==> src/rtl/accel_pkg.sv <==
// Shared types and helpers for the accelerometer conditioning stage.
package accel_pkg;

    localparam int SAMPLE_W = 16;

    typedef enum logic [1:0] {
        ST_IDLE    = 2'd0,
        ST_CAPTURE = 2'd1,
        ST_ACCUM   = 2'd2,
        ST_CONVERT = 2'd3
    } accel_state_e;

    // Absolute value clamped to max_mag; the 17-bit intermediate keeps |-32768| exact.
    function automatic logic [SAMPLE_W-1:0] sat_mag(input logic signed [SAMPLE_W-1:0] v,
                                                    input logic [SAMPLE_W-1:0] max_mag);
        logic [SAMPLE_W:0] ext;
        logic [SAMPLE_W:0] abs_v;
        ext   = {v[SAMPLE_W-1], v};
        abs_v = v[SAMPLE_W-1] ? ((SAMPLE_W+1)'(0) - ext) : ext;
        if (abs_v > {1'b0, max_mag}) begin
            return max_mag;
        end
        return abs_v[SAMPLE_W-1:0];
    endfunction

endpackage

==> src/rtl/accel_conditioner_avg_window.sv <==
// One axis: circular sample window, running sum and floored average.
module avg_window
    import accel_pkg::*;
#(
    parameter int AVG_LOG2 = 2
) (
    input  logic                       clk,
    input  logic                       reset_n,
    input  logic                       cap_en,
    input  logic                       avg_en,
    input  logic [AVG_LOG2-1:0]        wr_ptr,
    input  logic signed [SAMPLE_W-1:0] sample,
    output logic signed [SAMPLE_W-1:0] avg
);

    localparam int DEPTH = 1 << AVG_LOG2;
    localparam int SUM_W = SAMPLE_W + AVG_LOG2;

    logic signed [SAMPLE_W-1:0] win_q [DEPTH];
    logic signed [SUM_W-1:0]    sum_q;
    logic signed [SUM_W-1:0]    sum_d;

    always_comb begin
        sum_d = sum_q
              - {{AVG_LOG2{win_q[wr_ptr][SAMPLE_W-1]}}, win_q[wr_ptr]}
              + {{AVG_LOG2{sample[SAMPLE_W-1]}}, sample};
    end

    // Dropping the low AVG_LOG2 bits of the sum is the arithmetic shift (floor toward -inf).
    always_ff @(posedge clk or negedge reset_n) begin
        if (!reset_n) begin
            for (int i = 0; i < DEPTH; i++) begin
                win_q[i] <= '0;
            end
            sum_q <= '0;
            avg   <= '0;
        end else begin
            if (cap_en) begin
                win_q[wr_ptr] <= sample;
                sum_q         <= sum_d;
            end
            if (avg_en) begin
                avg <= sum_q[SUM_W-1:AVG_LOG2];
            end
        end
    end

endmodule

==> src/rtl/accel_conditioner.sv <==
// Accelerometer conditioner: edge-captured X/Y/Z samples, moving average, sign + saturated magnitude.
// Optional deadband on the magnitude is enabled by defining ACCEL_DEADBAND_EN.
module accel_conditioner
    import accel_pkg::*;
#(
    parameter int AVG_LOG2 = 2,
    parameter int MAG_MAX  = 511,
    parameter int DEADBAND = 8
) (
    input  logic                clk,
    input  logic                reset_n,
    input  logic                data_update,
    input  logic [SAMPLE_W-1:0] data_x,
    input  logic [SAMPLE_W-1:0] data_y,
    input  logic [SAMPLE_W-1:0] data_z,
    input  logic                freeze,
    output logic [SAMPLE_W-1:0] mag_x,
    output logic [SAMPLE_W-1:0] mag_y,
    output logic [SAMPLE_W-1:0] mag_z,
    output logic                sign_x,
    output logic                sign_y,
    output logic                sign_z,
    output logic                out_valid,
    output logic                primed,
    output logic                overrun,
    output accel_state_e        dbg_state
);

    localparam int DEPTH = 1 << AVG_LOG2;
    localparam logic [SAMPLE_W-1:0] MAG_CEIL  = SAMPLE_W'(MAG_MAX);
    localparam logic [SAMPLE_W-1:0] DB_LEVEL  = SAMPLE_W'(DEADBAND);
    localparam logic [AVG_LOG2:0]   FILL_FULL = (AVG_LOG2 + 1)'(DEPTH);
`ifdef ACCEL_DEADBAND_EN
    localparam bit DB_EN = 1'b1;
`else
    localparam bit DB_EN = 1'b0;
`endif

    accel_state_e               state_q;
    logic                       du_q;
    logic                       upd_edge;
    logic [AVG_LOG2-1:0]        wr_ptr_q;
    logic [AVG_LOG2:0]          fill_q;
    logic signed [SAMPLE_W-1:0] smp_x_q, smp_y_q, smp_z_q;
    logic signed [SAMPLE_W-1:0] avg_x, avg_y, avg_z;
    logic [SAMPLE_W:0]          conv_x, conv_y, conv_z;

    assign upd_edge  = data_update & ~du_q;
    assign dbg_state = state_q;

    // Returns {sign, magnitude}; a deadbanded value reads as +0.
    function automatic logic [SAMPLE_W:0] convert(input logic signed [SAMPLE_W-1:0] a);
        logic [SAMPLE_W-1:0] m;
        logic                s;
        m = sat_mag(a, MAG_CEIL);
        s = a[SAMPLE_W-1];
        if (DB_EN && (m < DB_LEVEL)) begin
            m = '0;
            s = 1'b0;
        end
        return {s, m};
    endfunction

    always_comb begin
        conv_x = convert(avg_x);
        conv_y = convert(avg_y);
        conv_z = convert(avg_z);
    end

    avg_window #(.AVG_LOG2(AVG_LOG2)) u_win_x (
        .clk(clk), .reset_n(reset_n),
        .cap_en(state_q == ST_CAPTURE), .avg_en(state_q == ST_ACCUM),
        .wr_ptr(wr_ptr_q), .sample(smp_x_q), .avg(avg_x)
    );
    avg_window #(.AVG_LOG2(AVG_LOG2)) u_win_y (
        .clk(clk), .reset_n(reset_n),
        .cap_en(state_q == ST_CAPTURE), .avg_en(state_q == ST_ACCUM),
        .wr_ptr(wr_ptr_q), .sample(smp_y_q), .avg(avg_y)
    );
    avg_window #(.AVG_LOG2(AVG_LOG2)) u_win_z (
        .clk(clk), .reset_n(reset_n),
        .cap_en(state_q == ST_CAPTURE), .avg_en(state_q == ST_ACCUM),
        .wr_ptr(wr_ptr_q), .sample(smp_z_q), .avg(avg_z)
    );

    always_ff @(posedge clk or negedge reset_n) begin
        if (!reset_n) begin
            state_q   <= ST_IDLE;
            du_q      <= 1'b0;
            wr_ptr_q  <= '0;
            fill_q    <= '0;
            smp_x_q   <= '0;
            smp_y_q   <= '0;
            smp_z_q   <= '0;
            mag_x     <= '0;
            mag_y     <= '0;
            mag_z     <= '0;
            sign_x    <= 1'b0;
            sign_y    <= 1'b0;
            sign_z    <= 1'b0;
            out_valid <= 1'b0;
            primed    <= 1'b0;
            overrun   <= 1'b0;
        end else begin
            du_q      <= data_update;
            out_valid <= 1'b0;
            // A frozen edge is discarded without flagging, even while busy.
            if (upd_edge && !freeze && (state_q != ST_IDLE)) begin
                overrun <= 1'b1;
            end
            case (state_q)
                ST_IDLE: begin
                    if (upd_edge && !freeze) begin
                        smp_x_q <= data_x;
                        smp_y_q <= data_y;
                        smp_z_q <= data_z;
                        state_q <= ST_CAPTURE;
                    end
                end
                ST_CAPTURE: begin
                    wr_ptr_q <= wr_ptr_q + AVG_LOG2'(1);
                    if (fill_q != FILL_FULL) begin
                        fill_q <= fill_q + (AVG_LOG2 + 1)'(1);
                    end
                    state_q <= ST_ACCUM;
                end
                ST_ACCUM: begin
                    state_q <= ST_CONVERT;
                end
                ST_CONVERT: begin
                    if (fill_q == FILL_FULL) begin
                        {sign_x, mag_x} <= conv_x;
                        {sign_y, mag_y} <= conv_y;
                        {sign_z, mag_z} <= conv_z;
                        out_valid       <= 1'b1;
                        primed          <= 1'b1;
                    end
                    state_q <= ST_IDLE;
                end
                default: state_q <= ST_IDLE;
            endcase
        end
    end

endmodule

==> config.mk <==
export PLATFORM = sky130hd
export DESIGN_NAME = accel_conditioner
export DESIGN_NICKNAME = d
export VERILOG_FILES = /design/src/rtl/accel_pkg.sv /design/src/rtl/accel_conditioner_avg_window.sv /design/src/rtl/accel_conditioner.sv
export SDC_FILE = /design/constraint.sdc
export NUM_CORES = 1
export LEC_CHECK = 0
export ABC_AREA = 1
export CORE_ASPECT_RATIO = 0.5
export CORE_MARGIN = 3
export CORE_UTILIZATION = 60
export CTS_CLUSTER_DIAMETER = 150
export DETAILED_ROUTE_END_ITERATION = 10
export PLACE_DENSITY_LB_ADDON = 0.12
export SYNTH_ARGS = -nofsm -noshare
export SYNTH_HDL_FRONTEND = slang
export SYNTH_SLANG_ARGS = --single-unit
==> constraint.sdc <==
create_clock -name clk -period 4 [get_ports clk]
set_input_delay 0.8 -clock clk [delete_from_list [all_inputs] [get_ports clk]]
set_output_delay 0.8 -clock clk [all_outputs]
set_load 0.05 [all_outputs]
==> run summary <==
The flow ran to the end, and the final reports show no timing, DRC or antenna violations. Each instance of the synthesized netlist takes up on average 8.03 um2. On the final layout, the worst clock skew is 21.8 ps. Once the clock tree was built, the resizer swapped 0 gates to a different size.

The number of nets handed over by synthesis was 2881. In this run the register-to-register setup slack is 600 ps. The total of flip-flops plus latches after synthesis was 404; the post-route clock period utilization was 85.1%. Counting along the longest clock path gives a buffer depth of 3. The first global-routing pass estimated 88000 um of wire. The run gives 2944 as the net count of the finished layout.

Hold violation total from the final report: 0. The number of distinct library cell variants in the gate-level netlist after synthesis came out at 39. The number of antenna diodes in the final layout is 0. Largest area contributor in the synthesized netlist: dfrtp_1. Counting flops with a built-in enable in the synthesized netlist gives 0. Once detailed placement completed, the half-perimeter wirelength came to 37900 um.

In this run the worst setup path begins at wr_ptr_q[0]. The met1 routing resource usage after global routing is 44.9%. In the final layout, the share of cells above drive strength 1 is 5.54%. In the synthesized netlist the dominant register cell turns out to be dfrtp_1. For the worst-skew pair, the clock arrives at the later sink with an insertion delay of 550 ps.

Global routing finished with a remaining overflow of 0. The category of the worst setup path capture point was a flip-flop. Critical-path cell with the highest stage delay: fa_1. Based on the critical path, the design can be clocked at up to 294 MHz. The standard cell core area was 35100 um2; the placed cell area was 23300 um2.

TritonCTS built the clock tree. The initial antenna violation count is 1, and the max-slew violation count is 0. The combined buffer and inverter count along the critical path works out to 1. For the worst endpoint data arrival time, the log shows 3820 ps. For the effective utilization at floorplan, the log shows 62.0%. The number of clock sinks seen by CTS was 404. The Yosys step of the flow raised 0 warnings. Using the TritonRoute via totals, the vias-per-cell ratio works out to 5.49. Following the worst setup path forward leads to its endpoint at u_win_y.sum_q[12].

Buffers inserted during clock tree synthesis total 37. From left edge to right edge, the die measures 275 um. The tools report the startpoint of the worst register-to-register path as wr_ptr_q[0].

Setup repair after global routing left no endpoint under its margin. After filler insertion, the fill cell instance count of the layout stands at 2867. The number of global-route vias before repair is 16.7k, and the met3 track demand over resource is 8.42%. For this design the top-level I/O count stands at 108.

The number of setup buffers added after CTS is 0. Routed wire length: 53700 um. The worst setup path is launched from a flip-flop. At the end of routability-driven placement, the weighted congestion stood at 0.933. The run gives 0 as the reported max-cap violation count. Among the stages of the critical path, the cell type that occurs most often is nand2_1.

The largest single stage delay on the critical path is 510 ps. In this run, post-CTS hold repair placed 0 buffers. The class of the most critical hold timing path was input port to asynchronous set/reset pin. The category of the most critical setup path was flip-flop to flip-flop. Entering global routing, the biggest net connects 102 pins. The tightest slew margin relative to the limit is 26.9%. Setup violations remaining at the end of the flow were counted as 0. Global routing used 28.5% of the available tracks across all layers. The global routing stage identified its most utilized layer as met1.

The die footprint was 38700 um2; the post-layout minimum cycle time was 3400 ps. The share of the synthesized area in the top cell type was 46.5%. In this run the critical register-to-register path is captured at u_win_y.sum_q[12]. The largest fanout on the critical path was 52.

After detailed routing, the average wire length per cell comes to 16.4 um. The run gives 24500 um2 as the final non-filler cell area. In this run the cell area of the synthesized design comes to 21700 um2.

At the pin with the least slew margin, the transition time is 1090 ps. The first TritonRoute pass finished after 5 iterations. The post-synthesis to final-layout area growth was 12.8%; the worst-case reg-to-reg path depth was 15.

The routed layout has 17.9k vias. For the worst setup path, the data required time is 4420 ps. The critical path goes through buf_4 -> o21ai_0 -> o22ai_1 -> fa_1 -> fa_1 -> o21ai_2 -> nand2_1 -> nand2_1 -> nand2_1 -> nand2_1 -> nand2_1 -> nand2_1 -> nand2_1 -> nand3_1 -> nand2_1.

After synthesis, the cell types taking the most area are dfrtp_1 (47%), nand2_1 (10%), o21ai_0 (9.1%), inv_1 (6.4%), fa_1 (4.7%). Sequential elements use 46.5% of the synthesized area. The tools report the footprint of the flip-flops and latches as 10100 um2. The overall die height is 141 um. The count of buffers added on input and output ports is 107. The remaining antenna violation count was 0.

In the routed design, unresolved DRC markers number 0. The met2 routing resource usage after global routing was 39.3%; the share of flip-flops with an asynchronous set or reset after synthesis was 100%. In this run the number of cells on the critical path is 15. For the final routed database, the setup TNS stands at 0 ps.

Critical path's top delay family: adder cells. The post-synthesis cell count was 2708. The tree is rooted in a clkbuf_16. The run gives 9760 um2 as the multi-input logic area. The number of rows created at floorplan came out at 48.

The first routing iteration left 1900 violations. After clock tree synthesis, the clock-pin slew on the worst setup and hold paths is 70 ps. The H-tree was split into 2 levels.
[state kept, by name, indices dropped and copies added (netlist names), 18 cells and up]
register and flops:
u_win_x.win_q 64, u_win_y.win_q 64, u_win_z.win_q 64, u_win_x.sum_q 18, u_win_y.sum_q 18, u_win_z.sum_q 18
[routing by layer]
| metal | vias up | wire [um] | share of wire, % |
|---|---|---|---|
| li1 | 8777 | - | - |
| met1 | 8517 | 26300 | 49 |
| met2 | 598 | 21400 | 40 |
| met3 | 55 | 5370 | 10 |
| met4 | 0 | 583 | 1.1 |
| met5 | - | 0 | 0 |
[synth_stat cells (8+ instances only)]
cell	number
xnor2_1	11
nand3b_1	9
buf_1	8
inv_1	369
nand4_1	15
fa_1	51
o22ai_1	53
buf_2	34
nor2_2	9
or2_2	31
clkbuf_1	72
a21oi_1	127
xor2_1	24
nand3_1	123
nor2_1	263
dfrtp_1	404
o21ai_0	395
ha_1	70
nand2_1	583
[cell usage in the layout, fill, tap and decap left out, types with 4 or more instances in the layout]
master,instances
o21ai_0,395
o21bai_1,6
a21oi_1,127
inv_1,369
nor2_1,263
clkbuf_16,38
xnor2_1,11
nand2_1,579
fa_1,51
clkbuf_8,8
clkdlybuf4s50_1,106
nand3b_1,9
nor2_2,9
dfrtp_1,403
o21ai_1,4
o31ai_1,6
nand2_2,8
buf_12,9
nor3_1,6
ha_1,68
nand4_1,15
buf_4,25
o22ai_1,53
nand3_1,121
clkbuf_1,11
or2_2,31
nor2_4,6
xor2_1,24
[stage by stage]
stage / setup slack [ps] / hold WS (ps) / utilization [%] / cells
after floorplan: 1000 / 448 / - / 2708
after global placement: 744 / 447 / 66.5 / 3207
after detailed placement: 699 / 452 / 66.5 / 3207
after CTS: 637 / 330 / 69.9 / 3271
after global routing: 330 / 341 / 69.9 / 3271
final: 597 / 300 / 69.9 / 3271
[logic make-up (layout without fill, tap and decap cells)]
group,after synthesis,after routing,share of synthesized area [%]
simple gates,1053,1053,20.0
compound gates,605,605,14.6
buf+inv,490,578,8.74
flops,404,404,46.5
fa+ha+maj,121,121,8.73
xor+xnor,35,35,1.41
[worst min path at each step]
stage	start	endpoint	slack, ps	depth (start not counted)
final	reset_n	mag_z[12]	300	1
after global routing	reset_n	mag_z[12]	340	1
after CTS	reset_n	mag_z[12]	330	1
after floorplan	u_win_x.win_q[16]	u_win_x.win_q[16]	450	2
after detailed placement	mag_x[15]	mag_x[15]	450	2
after global placement	mag_z[11]	mag_z[11]	450	2
[final cells by class]
| type | instances | area share, % |
|---|---|---|
| sequential | 404 | 41.2 |
| multi-input combinational | 1814 | 39.8 |
| timing repair buffer | 141 | 5.89 |
| inverter | 373 | 5.71 |
| clock buffer | 57 | 4.49 |
| tap | 475 | 2.42 |
| clock inverter | 7 | 0.454 |
Power is not shown: default switching activity piles up to over one toggle a cycle in this logic, so the estimate is an artifact.
